===== config.mk =====
export PLATFORM = sky130hd
export DESIGN_NAME = acq_peak_shift_ctrl
export DESIGN_NICKNAME = d
export VERILOG_FILES = /design/src/rtl/acq_shift_pkg.sv /design/src/rtl/acq_frame_ram.sv /design/src/rtl/acq_peak_shift_ctrl.sv
export SDC_FILE = /design/constraint.sdc
export NUM_CORES = 1
export LEC_CHECK = 0
export CELL_PAD_IN_SITES_DETAIL_PLACEMENT = 0
export CELL_PAD_IN_SITES_GLOBAL_PLACEMENT = 1
export CORE_MARGIN = 2
export CORE_UTILIZATION = 50
export DETAILED_ROUTE_END_ITERATION = 10
export PLACE_DENSITY_LB_ADDON = 0.1
export SYNTH_ARGS = -nofsm -noshare
export SYNTH_HDL_FRONTEND = slang
export SYNTH_SLANG_ARGS = --single-unit

===== constraint.sdc =====
create_clock -name clk -period 8.14 [get_ports clk]
set_input_delay 1.628 -clock clk [delete_from_list [all_inputs] [get_ports clk]]
set_output_delay 1.628 -clock clk [all_outputs]
set_load 0.01 [all_outputs]

===== src/rtl/acq_shift_pkg.sv =====
// Shared types, widths and the block-floating-point shift rule for the acquisition peak path.
// calc_shift returns the smallest shift whose biased-rounded peak still fits target_width bits.
package acq_shift_pkg;
    localparam int SHIFT_W = 4;
    localparam int DATA_W  = 10;

    typedef enum logic [1:0] {
        ST_FILL,
        ST_CALC,
        ST_DRAIN
    } acq_state_e;

    function automatic logic [SHIFT_W-1:0] calc_shift(input logic [DATA_W-1:0] peak,
                                                       input int target_width);
        int   len;
        int   s0;
        int   sh;
        logic all_ones;
        len = 0;
        for (int i = 0; i < DATA_W; i++) begin
            if (peak[i]) len = i + 1;
        end
        s0 = (len > target_width) ? len - target_width : 0;
        sh = s0;
        if (s0 > 0) begin
            // Kept bits plus the rounding bit all set: rounding would carry out of the field.
            all_ones = 1'b1;
            for (int i = 0; i < DATA_W; i++) begin
                if (i >= s0 - 1 && i <= s0 + target_width - 1 && !peak[i]) all_ones = 1'b0;
            end
            if (all_ones) sh = s0 + 1;
        end
        if (sh > DATA_W) sh = DATA_W;
        return sh[SHIFT_W-1:0];
    endfunction
endpackage


===== src/rtl/acq_frame_ram.sv =====
// Single-frame sample store: one write port, one synchronous read port with 1-cycle latency.
// The read register holds its value when no read is issued, so it doubles as the output register.
module acq_frame_ram
    import acq_shift_pkg::*;
#(
    parameter int DEPTH = 64,
    parameter int AW    = 6
) (
    input  logic              clk,
    input  logic              rst,
    input  logic              wr_en_i,
    input  logic [AW-1:0]     wr_addr_i,
    input  logic [DATA_W-1:0] wr_data_i,
    input  logic              rd_en_i,
    input  logic [AW-1:0]     rd_addr_i,
    output logic [DATA_W-1:0] rd_data_o
);
    logic [DATA_W-1:0] mem_q [DEPTH];
    logic [DATA_W-1:0] rd_data_q;

    always_ff @(posedge clk) begin
        if (wr_en_i) mem_q[wr_addr_i] <= wr_data_i;
    end

    always_ff @(posedge clk) begin
        if (rst) begin
            rd_data_q <= '0;
        end else if (rd_en_i) begin
            rd_data_q <= mem_q[rd_addr_i];
        end
    end

    assign rd_data_o = rd_data_q;
endmodule


===== src/rtl/acq_peak_shift_ctrl.sv =====
// Buffers a frame, finds its peak, replays it with a fitting shift; first output 2 cycles after last input, outputs hold under stall.
// ACQ_PEAK_PINGPONG_EN: two banks so filling overlaps draining; otherwise input stalls from CALC until the frame drains.
module acq_peak_shift_ctrl
    import acq_shift_pkg::*;
#(
    parameter int FRAME_LEN    = 64,
    parameter int TARGET_WIDTH = 4
) (
    input  logic               clk,
    input  logic               rst,
    input  logic               in_valid,
    output logic               in_ready,
    input  logic [DATA_W-1:0]  in_data,
    output logic               out_valid,
    input  logic               out_ready,
    output logic [DATA_W-1:0]  out_data,
    output logic [SHIFT_W-1:0] shift_bit,
    output logic               out_last
);
    localparam int            AW   = (FRAME_LEN > 1) ? $clog2(FRAME_LEN) : 1;
    localparam logic [AW-1:0] LAST = AW'(FRAME_LEN - 1);

    acq_state_e         state_q;
    logic [AW-1:0]      wr_cnt_q;
    logic [AW-1:0]      rd_cnt_q;
    logic [AW-1:0]      rd_cnt_d;
    logic [AW-1:0]      rd_addr;
    logic [SHIFT_W-1:0] shift_q;
    logic               out_valid_q;
    logic               out_last_q;
    logic [DATA_W-1:0]  peak_d;
    logic               in_xfer;
    logic               out_xfer;

    assign in_xfer   = in_valid & in_ready;
    assign out_xfer  = out_valid_q & out_ready;
    assign rd_cnt_d  = rd_cnt_q + 1'b1;
    assign out_valid = out_valid_q;
    assign out_last  = out_last_q;
    assign shift_bit = shift_q;

`ifdef ACQ_PEAK_PINGPONG_EN
    logic               wr_bank_q;
    logic               rd_bank_q;
    logic               nb;
    logic [1:0]         full_q;
    logic [DATA_W-1:0]  peak_q [2];
    logic [SHIFT_W-1:0] bank_shift_q [2];
    logic [DATA_W-1:0]  rd_data [2];
    logic [1:0]         rd_en;
    logic               fill_done;
    logic               rd_free;

    assign nb        = ~rd_bank_q;
    assign in_ready  = ~full_q[wr_bank_q];
    assign fill_done = in_xfer && (wr_cnt_q == LAST);
    assign peak_d    = (in_data > peak_q[wr_bank_q]) ? in_data : peak_q[wr_bank_q];
    assign out_data  = rd_data[rd_bank_q];
    // A bank is reusable once its last address has been read into the output register.
    assign rd_free   = (state_q == ST_DRAIN) && out_xfer && !out_last_q && (rd_cnt_d == LAST);

    always_comb begin
        rd_en   = '0;
        rd_addr = rd_cnt_d;
        if (state_q == ST_CALC) begin
            rd_en[rd_bank_q] = 1'b1;
            rd_addr          = '0;
        end else if (state_q == ST_DRAIN && out_xfer) begin
            if (!out_last_q) begin
                rd_en[rd_bank_q] = 1'b1;
            end else if (full_q[nb]) begin
                rd_en[nb] = 1'b1;
                rd_addr   = '0;
            end
        end
    end

    for (genvar b = 0; b < 2; b++) begin : g_bank
        acq_frame_ram #(.DEPTH(FRAME_LEN), .AW(AW)) u_ram (
            .clk       (clk),
            .rst       (rst),
            .wr_en_i   (in_xfer && (wr_bank_q == 1'(b))),
            .wr_addr_i (wr_cnt_q),
            .wr_data_i (in_data),
            .rd_en_i   (rd_en[b]),
            .rd_addr_i (rd_addr),
            .rd_data_o (rd_data[b])
        );
    end

    always_ff @(posedge clk) begin
        if (rst) begin
            state_q         <= ST_FILL;
            wr_cnt_q        <= '0;
            rd_cnt_q        <= '0;
            wr_bank_q       <= 1'b0;
            rd_bank_q       <= 1'b0;
            full_q          <= '0;
            peak_q[0]       <= '0;
            peak_q[1]       <= '0;
            bank_shift_q[0] <= '0;
            bank_shift_q[1] <= '0;
            shift_q         <= '0;
            out_valid_q     <= 1'b0;
            out_last_q      <= 1'b0;
        end else begin
            if (in_xfer) begin
                wr_cnt_q           <= wr_cnt_q + 1'b1;
                peak_q[wr_bank_q]  <= peak_d;
                if (wr_cnt_q == LAST) begin
                    full_q[wr_bank_q]       <= 1'b1;
                    bank_shift_q[wr_bank_q] <= calc_shift(peak_d, TARGET_WIDTH);
                    wr_bank_q               <= ~wr_bank_q;
                end
            end
            if (rd_free) begin
                full_q[rd_bank_q] <= 1'b0;
                peak_q[rd_bank_q] <= '0;
            end
            case (state_q)
                ST_FILL: begin
                    if (full_q[rd_bank_q] || (fill_done && wr_bank_q == rd_bank_q)) state_q <= ST_CALC;
                end
                ST_CALC: begin
                    shift_q     <= bank_shift_q[rd_bank_q];
                    out_valid_q <= 1'b1;
                    out_last_q  <= 1'b0;
                    rd_cnt_q    <= '0;
                    state_q     <= ST_DRAIN;
                end
                ST_DRAIN: begin
                    if (out_xfer) begin
                        if (!out_last_q) begin
                            rd_cnt_q   <= rd_cnt_d;
                            out_last_q <= (rd_cnt_d == LAST);
                        end else begin
                            rd_bank_q  <= nb;
                            rd_cnt_q   <= '0;
                            out_last_q <= 1'b0;
                            if (full_q[nb]) begin
                                shift_q <= bank_shift_q[nb];
                            end else begin
                                out_valid_q <= 1'b0;
                                state_q     <= (fill_done && wr_bank_q == nb) ? ST_CALC : ST_FILL;
                            end
                        end
                    end
                end
                default: state_q <= ST_FILL;
            endcase
        end
    end
`else
    logic [DATA_W-1:0] peak_q;
    logic              rd_en;

    assign in_ready = (state_q == ST_FILL);
    assign peak_d   = (in_data > peak_q) ? in_data : peak_q;
    assign rd_en    = (state_q == ST_CALC) || (state_q == ST_DRAIN && out_xfer && !out_last_q);
    assign rd_addr  = (state_q == ST_CALC) ? '0 : rd_cnt_d;

    acq_frame_ram #(.DEPTH(FRAME_LEN), .AW(AW)) u_ram (
        .clk       (clk),
        .rst       (rst),
        .wr_en_i   (in_xfer),
        .wr_addr_i (wr_cnt_q),
        .wr_data_i (in_data),
        .rd_en_i   (rd_en),
        .rd_addr_i (rd_addr),
        .rd_data_o (out_data)
    );

    always_ff @(posedge clk) begin
        if (rst) begin
            state_q     <= ST_FILL;
            wr_cnt_q    <= '0;
            rd_cnt_q    <= '0;
            peak_q      <= '0;
            shift_q     <= '0;
            out_valid_q <= 1'b0;
            out_last_q  <= 1'b0;
        end else begin
            case (state_q)
                ST_FILL: begin
                    if (in_xfer) begin
                        wr_cnt_q <= wr_cnt_q + 1'b1;
                        peak_q   <= peak_d;
                        if (wr_cnt_q == LAST) state_q <= ST_CALC;
                    end
                end
                ST_CALC: begin
                    shift_q     <= calc_shift(peak_q, TARGET_WIDTH);
                    out_valid_q <= 1'b1;
                    out_last_q  <= 1'b0;
                    rd_cnt_q    <= '0;
                    state_q     <= ST_DRAIN;
                end
                ST_DRAIN: begin
                    if (out_xfer) begin
                        if (!out_last_q) begin
                            rd_cnt_q   <= rd_cnt_d;
                            out_last_q <= (rd_cnt_d == LAST);
                        end else begin
                            out_valid_q <= 1'b0;
                            out_last_q  <= 1'b0;
                            peak_q      <= '0;
                            wr_cnt_q    <= '0;
                            rd_cnt_q    <= '0;
                            state_q     <= ST_FILL;
                        end
                    end
                end
                default: state_q <= ST_FILL;
            endcase
        end
    end
`endif
endmodule

# == After elaboration in Yosys (flattened, before gate mapping) ==
# Memories as Yosys holds them, arrays and structs flattened. A register that Yosys moved wholly into a read port is not among the register bits.
# Index checks and enable logic that the tools add are counted.
# classes
order_cmp,24
reduce_logical,42
muxes,57
n_eq_ne,9
add_sub_neg,7
n_bitwise,2
# op_table
op,count
32-bit 2-to-1 mux,16
4-bit by 32-bit greater-or-equal comparator with 1-bit output (first input constant),4
4-bit by 32-bit less-or-equal comparator with 1-bit output (first input constant),4
3-bit by 32-bit greater-or-equal comparator with 1-bit output (first input constant),2
5-bit by 32-bit greater-or-equal comparator with 1-bit output (first input constant),2
3-bit by 32-bit less-or-equal comparator with 1-bit output (first input constant),2
5-bit by 32-bit less-or-equal comparator with 1-bit output (first input constant),2
32-bit by 2-bit subtractor with 32-bit output (second input constant),2
10-bit 2-to-1 mux,4
6-bit 2-to-1 mux,6
32-bit by 2-bit adder with 32-bit output (second input constant),1
32-bit by 4-bit adder with 32-bit output (second input constant),1
1-bit by 32-bit greater-or-equal comparator with 1-bit output (first input constant),1
2-bit by 32-bit greater-or-equal comparator with 1-bit output (first input constant),1
32-bit by 1-bit > comparator with 1-bit output (second input constant),1
32-bit by 4-bit > comparator with 1-bit output (second input constant),1
32-bit by 5-bit > comparator with 1-bit output (second input constant),1
1-bit by 32-bit less-or-equal comparator with 1-bit output (first input constant),1
2-bit by 32-bit less-or-equal comparator with 1-bit output (first input constant),1
32-bit by 4-bit subtractor with 32-bit output (second input constant),1
6-bit one-hot mux with 2 select lines,2
1-bit logical AND,22
1-bit 2-to-1 mux,20
10-bit one-hot mux with 2 select lines,1
other kinds (20),42
# word_totals
reg_bits,30
input_bits,14
out_inout_bits,17
ram_bits,640
mem_count,1
elab_cells,149
# mem_list
name,words,word_bits,read_ports,rd_ports_with_merged_regs,wr,line_no,rtl
u_ram.mem_q,64,10,1,1,1,acq_frame_ram.sv:18,logic [DATA_W-1:0] mem_q [DEPTH];

# == Depth between registers and ports, before layout ==
# Gate-level depths: netlist of run 1.
# logic_depth
depth_word,38
mapped_depth,16
ltp_nobuf,14

# == Cells and area by module ==
# From an unflattened synthesis of run 1, not the netlist that was laid out.
# hier_totals
hier_cells,1585
hier_area_um2,27602.7
# by_module_without_submodules
module,seq_area_each_um2,instances,area_each_um2,cells_each
acq_frame_ram,19418.6,1,25092.8,1269
acq_peak_shift_ctrl,600.6,1,2509.9,316

# == Worst setup path after synthesis of run 1 ==
# OpenSTA, ideal clock, no wires.
# synth_timing
path_kind,register to register
startpoint,register rd_cnt_q[0]
endpoint,register u_ram.rd_data_q[8] (netlist: u_ram.rd_data_o[8]) (read register of u_ram.mem_q)
stages_incl_launch_ff,16
path_slack_ns,4.321
arrival_ns,3.690
n_path_buf,8
required_time_ns,8.011
period_less_slack_ns,3.819
setup_time_ns,0.129
cell_sequence,dfxtp_1 -> clkbuf_1 -> inv_1 -> clkbuf_1 -> clkbuf_1 -> buf_1 -> ha_1 -> clkbuf_1 -> clkbuf_1 -> buf_1 -> clkbuf_1 -> nor2_1 -> o21ai_0 -> nand3_1 -> a32oi_1 -> o211ai_1
# synth_via
elab_chain_len,2
# synth_lines
element,line_no,rtl
from (decl),acq_peak_shift_ctrl.sv:25,logic [AW-1:0] rd_cnt_q;
from (signal assigned),acq_peak_shift_ctrl.sv:201,rd_cnt_q <= rd_cnt_d;
6-bit by 1-bit adder with 6-bit output,acq_peak_shift_ctrl.sv:37,assign rd_cnt_d = rd_cnt_q + 1'b1;
6-bit 2-to-1 mux,acq_peak_shift_ctrl.sv:160,assign rd_addr = (state_q == ST_CALC) ? '0 : rd_cnt_d;
to (decl),acq_frame_ram.sv:19,logic [DATA_W-1:0] rd_data_q;
# Every way passes these cells.
# A chain may end at the register's enable or synchronous reset.

# == Final worst setup path of run 1 ==
# layout_timing
startpoint,register rd_cnt_q[0]
endpoint,register u_ram.rd_data_q[3] (netlist: u_ram.rd_data_o[3]) (read register of u_ram.mem_q)
# Same word-level chain as after synthesis.

==> metrics.md, run 1 <==
| Metric | Value |
|---|---|
| Status | `finished clean` |
| Initial Utilization | `50.38%` |
| Clock Pin Slew Worst Setup and Hold Paths | `0.06 ns` |
| Yosys reg bits | `680` |
| Cells after synthesis | `1964` |
| Setup TNS | `0 ns` |
| WP data required | `8.61 ns` |
| Synthesized area | `28300 um2` |
| Place WS | `3.632 ns` |
| R2R cell count | `10` |
| CP Capture Type | `flip-flop` |
| Min-Delay Path Depth | `1` |
| Initial antenna violation count | `4` |
| TritonCTS sink count | `680` |
| Top cell type's share of synthesized area | `67.91%` |
| Crit start category | `flip-flop` |
| Post-Layout Cell Count | `2803` |
| Area leader, netlist | `edfxtp_1` |
| CTS Buffer Depth | `3` |
| Post-cts sizing count | `0` |
| RSZ-0062 raised after global routing | `false` |
| CP bufs+invs | `2` |
| Final instance area | `31650 um2` |
| Final setup margin | `3.549 ns` |
| Dpl cells | `2676` |
| I/O pins | `31` |
| Primary FF master, synth | `edfxtp_1` |
| Origin of the critical flop-to-flop path | `rd_cnt_q[0]` |
| Synth cell count leaders | `edfxtp_1 (640), nand2_1 (230), nor2_1 (128)` |
| YS warnings | `0` |
| PortBufs | `30` |
| Max stage delay on crit path | `0.89 ns` |
| Synth cell types | `71` |
| Root Driver | `clkbuf_16` |
| Max-slew violations | `0` |
| Fin crit period | `4.591 ns` |
| Arrival @ worst endpoint | `5.06 ns` |
| Pre-antenna DRT Iters | `6` |
| Static Leakage | `10.32 nW` |
| Peak supply drop | `176.0 uV` |
| Asr flop ratio synth | `0%` |
| Critical path cell sequence | `inv_2 > ha_4 > buf_4 > nor2_1 > nand2_1 > o21ai_0 > a311oi_1 > o311ai_0 > a21oi_1 > a211oi_1` |
| Row count | `87` |
| Post-CTS Setup Bufs | `0` |
| Tot Pwr | `7.129 mW` |
| Vias/cell | `6.193` |
| Layout area overhead | `11.84%` |
| Worst Path Max Fanout | `73` |
| H-tree levels | `3` |
| Mapped Avg Cell Area | `14.41 um2` |
| Total Wirelength | `78.72 mm` |
| CP Class | `flip-flop to flip-flop` |
| R2R setup slack | `3.55 ns` |
| Routed via count | `17360` |
| Worst hold endpoint | `shift_bit[3]` |
| Vias in the first global route | `16940` |
| Register area share after synthesis | `70.74%` |
| CTS buffer count | `72` |
| Setup violations, final | `0` |
| CP max-delay cell | `buf_4` |
| Worst relative slew slack | `11.86%` |
| Largest net degree at the start of global routing | `124` |
| Min-delay worst type | `flip-flop to flip-flop` |
| Post-route DRC | `0` |
| GRT Overall Usage | `26.92%` |
| Clock tree from TritonCTS | `done` |
| Worst-margin pin slew | `1.317 ns` |
| Reg2reg end | `u_ram.rd_data_o[3]` |
| Placement Cell Area | `29490 um2` |
| Post-Route Skew | `0.02352 ns` |
| Hold_sp | `shift_bit[3]` |
| Core Box Area | `56170 um2` |
| Share of layout cells above drive strength 1 | `10.61%` |
| Power density cells | `225.2 nW/um2` |
| Grt total ovfl | `0` |
| Fin. Hold Viols | `0` |
| Area contributors post-synth | `edfxtp_1 (68%), mux2i_1 (4.1%), nand2_1 (3.1%)` |
| Achievable frequency | `0.2178 GHz` |
| Die W | `241.9 um` |
| Post-layout util | `56.35%` |
| First-pass GRT wire length | `115.5 mm` |
| Skew-Pair Late Insertion Delay | `0.61 ns` |
| EDFF count, synth | `640` |
| Final layout net count | `2039` |
| Number of nets still failing antenna checks after routing | `0` |
| Cell family with most CP delay | `compound AO/OA/AOI/OAI gates` |
| Max Cap Viol | `0` |
| Detailed Route Iter0 Violations | `1743` |
| Die area | `58520 um2` |
| WL/cell | `28.08 um` |
| Most numerous cell in the Yosys netlist | `edfxtp_1` |
| # hold bufs at CTS | `0` |
| Die Span Y | `241.9 um` |
| Final RePlAce weighted congestion | `0.8363` |
| Final period util | `56.40%` |
| Hold Slack | `0.4725 ns` |
| Post-detail-place hpwl | `46.98 mm` |
kinds of logic after synthesis:
kind of cell	synth area share [%]
adder cells (fa/ha/maj)	1.371
buffers and inverters	2.109
other	0.02654
XOR/XNOR	0.3404
flip-flops	70.74
multiplexers	7.123
AO/OA/AOI/OAI	9.657
AND/OR/NAND/NOR	8.631
where the power goes:
part           total (mW)  leakage [nW]  internal (mW)  switching, mW
clock network        3.05          1.05           1.73           1.32
logic               0.230          3.18         0.0645          0.166
registers            3.85          6.08           3.84        0.00946
layout make-up:
| class | count | area [um2] |
|---|---|---|
| tap | 756 | 945.9 |
| antenna | 1 | 2.502 |
| timing repair buffer | 74 | 605.6 |
| inverter | 18 | 67.56 |
| multi-input combinational | 1148 | 7846 |
| fill | 4577 | 24520 |
| clock buffer | 94 | 1916 |
| clock inverter | 32 | 242.7 |
| sequential | 680 | 20020 |
routing by layer:
metal	vias to the layer above	track usage [%]	routed length [um]
met1	8835	38.28	34170
li1	7707	-	-
met5	-	0	21
met3	108	6.447	6439
met2	705	42.01	36310
met4	4	6.954	1786
registers in the layout, summed over array words and instances, names as in the netlist:
name and cells:
peak_q 10, wr_cnt_q 6, out_valid 1, u_ram.mem_q 640
shift_bit 4, out_last 1, rd_cnt_q 6, u_ram.rd_data_o 10
state_q 2
layout by cell type, fill, tap and decap left out, types with 21 or more instances in the layout:
cell / synthesis / final
nand2_1: 230 / 229
clkbuf_16: 0 / 73
ha_1: 31 / 30
o22ai_1: 39 / 39
a31oi_1: 21 / 21
mux2_2: 23 / 23
nor2_1: 128 / 124
o221ai_1: 46 / 46
a311oi_1: 35 / 35
o211ai_1: 25 / 25
nand3_1: 44 / 44
buf_4: 1 / 42
dfxtp_1: 40 / 39
mux2i_1: 117 / 117
edfxtp_1: 640 / 640
mux4_2: 26 / 26
a21oi_1: 45 / 45
a211oi_1: 49 / 49
o21ai_0: 51 / 51
nor2b_1: 35 / 34
worst max-delay path by stage:
stage	from	end	cells after the start
2_1_floorplan	rd_cnt_q[0]	u_ram.rd_data_o[8]	15
3_3_place_gp	rd_cnt_q[0]	u_ram.rd_data_o[3]	10
3_5_place_dp	rd_cnt_q[0]	u_ram.rd_data_o[3]	10
4_1_cts	rd_cnt_q[0]	u_ram.rd_data_o[3]	10
5_1_grt	rd_cnt_q[0]	u_ram.rd_data_o[3]	10
6_report	rd_cnt_q[0]	u_ram.rd_data_o[3]	10
Note: power is estimated with default switching activity, not from simulation.
==> run 2, diff against run 1 <==
==> constraint.sdc (replaced) <==
create_clock -name clk -period 4.8 [get_ports clk]
set_input_delay 0.96 -clock clk [delete_from_list [all_inputs] [get_ports clk]]
set_output_delay 0.96 -clock clk [all_outputs]
set_load 0.01 [all_outputs]
==> metrics.md, run 2 (same netlist as run 1, synthesis figures left out) <==
| Metric | Value |
|---|---|
| Initial Utilization | `50.38%` |
| WP data required | `5.34 ns` |
| Detailed Route Iter0 Violations | `2091` |
| I/O pins | `31` |
| Fin. Hold Viols | `0` |
| GRT Overall Usage | `27.71%` |
| RSZ-0062 raised after global routing | `false` |
| Post-detail-place hpwl | `50.42 mm` |
| CP Class | `flip-flop to flip-flop` |
| H-tree levels | `3` |
| Initial antenna violation count | `4` |
| Crit start category | `flip-flop` |
| Routed via count | `17750` |
| Hold_sp | `rd_cnt_q[5]` |
| CP max-delay cell | `nor4_1` |
| Origin of the critical flop-to-flop path | `rd_cnt_q[0]` |
| Die W | `241.9 um` |
| Total Wirelength | `80.80 mm` |
| WL/cell | `28.04 um` |
| Layout fillers | `4476` |
| Commonest cells after routing, fill and taps aside | `edfxtp_1 (640), nand2_1 (229), nor2_1 (124), mux2i_1 (117), buf_4 (117)` |
| Max Cap Viol | `0` |
| Share of layout cells above drive strength 1 | `14.02%` |
| CP Capture Type | `flip-flop` |
| CP bufs+invs | `3` |
| # hold bufs at CTS | `0` |
| Commonest non-fill, non-tap cell in the layout | `edfxtp_1` |
| Die area | `58520 um2` |
| Arrival @ worst endpoint | `4.42 ns` |
| Core Box Area | `56170 um2` |
| Top reg by flops | `u_ram.mem_q` |
| Final instance area | `32320 um2` |
| Post-CTS Setup Bufs | `0` |
| Post-cts sizing count | `0` |
| Peak supply drop | `281.8 uV` |
| Skew-Pair Late Insertion Delay | `0.61 ns` |
| Setup TNS | `0 ns` |
| Post-route DRC | `0` |
| Min-delay worst type | `flip-flop to flip-flop` |
| Final period util | `80.76%` |
| Final layout net count | `2115` |
| Beginning of the critical path | `rd_cnt_q[0]` |
| Setup violations, final | `0` |
| Max stage delay on crit path | `0.75 ns` |
| Fin crit period | `3.876 ns` |
| Final setup margin | `0.9237 ns` |
| Worst-margin pin slew | `1.240 ns` |
| Place WS | `0.9314 ns` |
| Final RePlAce weighted congestion | `0.8806` |
| Placement Cell Area | `30090 um2` |
| Max reg flops | `640` |
| Number of nets still failing antenna checks after routing | `0` |
| Status | `finished clean` |
| TritonCTS sink count | `680` |
| Achievable frequency | `0.2580 GHz` |
| Layout area overhead | `14.21%` |
| Grt total ovfl | `0` |
| Power density cells | `377.8 nW/um2` |
| Vias/cell | `6.160` |
| Root Driver | `clkbuf_16` |
| Largest net degree at the start of global routing | `117` |
| Clock tree from TritonCTS | `done` |
| CTS Buffer Depth | `3` |
| Clock Pin Slew Worst Setup and Hold Paths | `0.06 ns` |
| Vias in the first global route | `17340` |
| Post-Route Skew | `0.02051 ns` |
| Critical path cell sequence | `inv_2 > ha_4 > buf_4 > nand2_1 > nand2_1 > buf_4 > a22oi_1 > nor3_1 > a311oi_1 > nor4_1 > a221o_1` |
| Worst relative slew slack | `17.28%` |
| Row count | `87` |
| Cell family with most CP delay | `simple AND/OR/NAND/NOR gates` |
| CTS buffer count | `71` |
| First-pass GRT wire length | `118.3 mm` |
| Worst Path Max Fanout | `25` |
| PortBufs | `30` |
| Pre-antenna DRT Iters | `5` |
| Static Leakage | `10.76 nW` |
| Max-slew violations | `0` |
| Die Span Y | `241.9 um` |
==> run 2: worst register-to-register path, stage by stage (launching register included) <==
cell,delay (ns)
dfxtp_4,0.40
inv_2,0.08
ha_4,0.43
buf_4,0.41
nand2_1,0.12
nand2_1,0.60
buf_4,0.33
a22oi_1,0.11
nor3_1,0.25
a311oi_1,0.14
nor4_1,0.75
a221o_1,0.21
==> run 2: cell type report <==
cell class	count	area [um2]	area share [%]
Antenna cell	1	2.502	0.007743
Clock buffer	101	2034	6.295
Clock inverter	27	191.4	0.5923
Inverter	18	67.56	0.2091
Multi-Input combinational cell	1148	7846	24.28
Sequential cell	680	20020	61.95
Tap cell	756	945.9	2.927
Timing Repair Buffer	151	1209	3.740
==> run 2: final timing paths <==
| check | to | slack [ns] | depth (start not counted) |
|---|---|---|---|
| max | u_ram.rd_data_o[5] | 0.92 | 11 |
| max reg2reg | u_ram.rd_data_o[5] | 0.92 | 11 |
| min reg2reg | rd_cnt_q[5] | 0.48 | 2 |
| min | rd_cnt_q[5] | 0.48 | 2 |
==> run 2: power by group <==
| group | leakage [nW] | switching [mW] | total [mW] | internal, mW |
|---|---|---|---|---|
| Sequential | 6.08 | 0.0164 | 6.52 | 6.51 |
| Combinational | 3.60 | 0.289 | 0.404 | 0.115 |
| Clock | 1.08 | 2.22 | 5.28 | 3.06 |
| Total | 10.8 | 2.53 | 12.2 | 9.68 |
==> run 2: per-stage QoR <==
stage	hold slack [ns]	util [%]	total power [mW]	std cells
global route	0.5054	57.54	12.55	2881
CTS	0.4766	57.54	12.28	2881
finish	0.4755	57.54	12.21	2882
floorplan	0.4481	-	6.838	1981
detailed placement	0.4687	53.57	7.046	2753
global placement	0.4611	53.57	7.044	2753
==> run 2: metal layers <==
| layer | global-route usage (%) | vias to the layer above | part of all wire [%] |
|---|---|---|---|
| li1 | - | 7855 | - |
| met1 | 40.62 | 8962 | 44 |
| met2 | 42.09 | 779 | 45 |
| met3 | 5.395 | 156 | 8.3 |
| met4 | 8.805 | 2 | 3.2 |
| met5 | 0 | - | 0.012 |
==> run 3, diff against run 2 <==
--- a/config.mk
+++ b/config.mk
@@ -8,7 +8,7 @@
 export CELL_PAD_IN_SITES_DETAIL_PLACEMENT = 0
 export CELL_PAD_IN_SITES_GLOBAL_PLACEMENT = 1
 export CORE_MARGIN = 2
-export CORE_UTILIZATION = 50
+export CORE_UTILIZATION = 48
 export DETAILED_ROUTE_END_ITERATION = 10
 export PLACE_DENSITY_LB_ADDON = 0.1
 export SYNTH_ARGS = -nofsm -noshare
==> constraint.sdc (replaced) <==
create_clock -name clk -period 3.21 [get_ports clk]
set_input_delay 0.642 -clock clk [delete_from_list [all_inputs] [get_ports clk]]
set_output_delay 0.642 -clock clk [all_outputs]
set_load 0.01 [all_outputs]
==> metrics.md, run 3 (same netlist as run 1, synthesis figures left out) <==
| Metric | Value |
|---|---|
| Status | `finished clean` |
| Final setup margin | `0.01154 ns` |
| R2R setup slack | `0.01 ns` |
| Core Box Area | `58690 um2` |
| Setup violations, final | `0` |
| Peak supply drop | `506.1 uV` |
| CTS Buffer Depth | `3` |
| Worst-margin pin slew | `0.9388 ns` |
| R2R cell count | `14` |
| RSZ-0062 raised after global routing | `true` |
| Worst Path Max Fanout | `5` |
| Achievable frequency | `0.3127 GHz` |
| Commonest non-fill, non-tap cell in the layout | `edfxtp_1` |
| Final period util | `99.64%` |
| Root Driver | `clkbuf_16` |
| Max reg flops | `640` |
| Fin crit period | `3.198 ns` |
| Vias in the first global route | `17250` |
| Skew-Pair Late Insertion Delay | `0.61 ns` |
| Die W | `246.8 um` |
| TritonCTS sink count | `680` |
| Total Wirelength | `80.47 mm` |
| Top reg by flops | `u_ram.mem_q` |
| Diode count | `0` |
| I/O pins | `31` |
| CTS buffer count | `73` |
| WL/cell | `27.11 um` |
| Static Leakage | `11.15 nW` |
| Layout fillers | `4654` |
| Worst relative slew slack | `37.41%` |
| Place WS | `-0.03781 ns` |
| Worst hold endpoint | `shift_bit[3]` |
| Initial antenna violation count | `3` |
| Die area | `60910 um2` |
| Detailed Route Iter0 Violations | `1843` |
| Final RePlAce weighted congestion | `0.8374` |
| H-tree levels | `3` |
| PortBufs | `30` |
| Crit start category | `flip-flop` |
| Max-slew violations | `0` |
| Min-delay worst type | `flip-flop to flip-flop` |
| Reg2reg end | `shift_bit[1]` |
| Post-detail-place hpwl | `50.73 mm` |
| Dpl cells | `2830` |
| Arrival @ worst endpoint | `3.68 ns` |
| Post-Route Skew | `0.02339 ns` |
| Die Span Y | `246.8 um` |
| Largest net degree at the start of global routing | `93` |
| Power density cells | `555.7 nW/um2` |
| Clock Pin Slew Worst Setup and Hold Paths | `0.06 ns` |
| Initial Utilization | `48.22%` |
| Clock tree from TritonCTS | `done` |
| Grt total ovfl | `0` |
| CP Capture Type | `flip-flop` |
| Max Cap Viol | `0` |
| Row count | `89` |
| Final layout net count | `2185` |
| Post-route DRC | `0` |
| Post-Layout Cell Count | `2968` |
| Commonest cells after routing, fill and taps aside | `edfxtp_1 (640), nand2_1 (227), buf_4 (177), nor2_1 (123), mux2i_1 (117)` |
| First-pass GRT wire length | `116.5 mm` |
| WP data required | `3.69 ns` |
| Fin. Hold Viols | `0` |
| CP Class | `flip-flop to flip-flop` |
| Min-Delay Path Depth | `1` |
| Share of layout cells above drive strength 1 | `17.49%` |
| Number of nets still failing antenna checks after routing | `0` |
| Layout area overhead | `16.64%` |
| Setup TNS | `0 ns` |
| Hold_sp | `shift_bit[3]` |
| Routed via count | `17790` |
| GRT Overall Usage | `26.69%` |
| Origin of the critical flop-to-flop path | `peak_q[4]` |
| Vias/cell | `5.995` |
| Pre-antenna DRT Iters | `5` |
-- run 3: cell count changes in the layout (fill, tap and decap cells not counted), sizes merged --
| cell | before | now |
|---|---|---|
| bufinv | 2 | 3 |
| diode | 1 | 0 |
| buf | 131 | 199 |
| inv | 19 | 18 |
| clkinv | 22 | 32 |
| clkbuf | 101 | 93 |
-- run 3: critical path: stages, from the launching register on --
cell and delay [ns]:
dfxtp_2 0.33, nor2b_4 0.12, o211ai_1 0.21, and2_1 0.18
ha_2 0.20, nand2_2 0.08, ha_4 0.26, and3b_2 0.21
nand4_1 0.14, a22oi_1 0.10, a22o_1 0.26, nor4_2 0.31
and3_4 0.27, a2111oi_2 0.07, a311o_1 0.34
-- run 3: per-layer routing --
layer,vias to the layer above,wire (um),global-route usage (%)
li1,7980,-,-
met1,9042,35500,38.56
met2,645,37240,41.42
met3,121,5805,4.873
met4,6,1884,7.955
met5,-,42,0
-- run 3: through the flow --
step	area, um2	util, %	hold slack (ns)	total power [mW]
finish	33010	56.25	0.4787	18.34
global route	33010	56.25	0.4800	18.89
CTS	32900	56.05	0.4772	18.45
detailed placement	30670	52.25	0.4689	10.56
global placement	30670	52.25	0.4600	10.56
floorplan	28380	-	0.4481	10.23
-- run 3: worst max path at each step --
stage | endpoint | startpoint | slack (ns) | cells past startpoint
global route | shift_bit[1] | peak_q[4] | -0.18 | 14
global placement | shift_bit[1] | peak_q[4] | -0.04 | 14
detailed placement | shift_bit[1] | peak_q[4] | -0.04 | 14
CTS | shift_bit[1] | peak_q[4] | 0.009 | 14
floorplan | u_ram.rd_data_o[8] | rd_cnt_q[0] | 0.001 | 15
finish | shift_bit[1] | peak_q[4] | 0.01 | 14
-- run 3: power breakdown --
group | switching [mW] | internal (mW)
registers | 0.0246 | 9.73
logic | 0.444 | 0.207
clock network | 3.37 | 4.56
total | 3.84 | 14.5
-- run 3: layout make-up --
| class | instances | area [um2] | area share [%] |
|---|---|---|---|
| Inverter | 18 | 67.56 | 0.2047 |
| Sequential cell | 680 | 20030 | 60.68 |
| Clock buffer | 93 | 1966 | 5.955 |
| Clock inverter | 37 | 257.7 | 0.7809 |
| Timing Repair Buffer | 219 | 1819 | 5.512 |
| Tap cell | 773 | 967.2 | 2.930 |
| Multi-Input combinational cell | 1148 | 7903 | 23.94 |
-- run 3: timing repair --
action | in CTS | in global routing
hold buffers | 0 | 0
buffers inserted | 0 | 8
pin swaps | 0 | 12
gates resized for setup | 1 | 18
endpoints found under the setup margin | 2 | 5
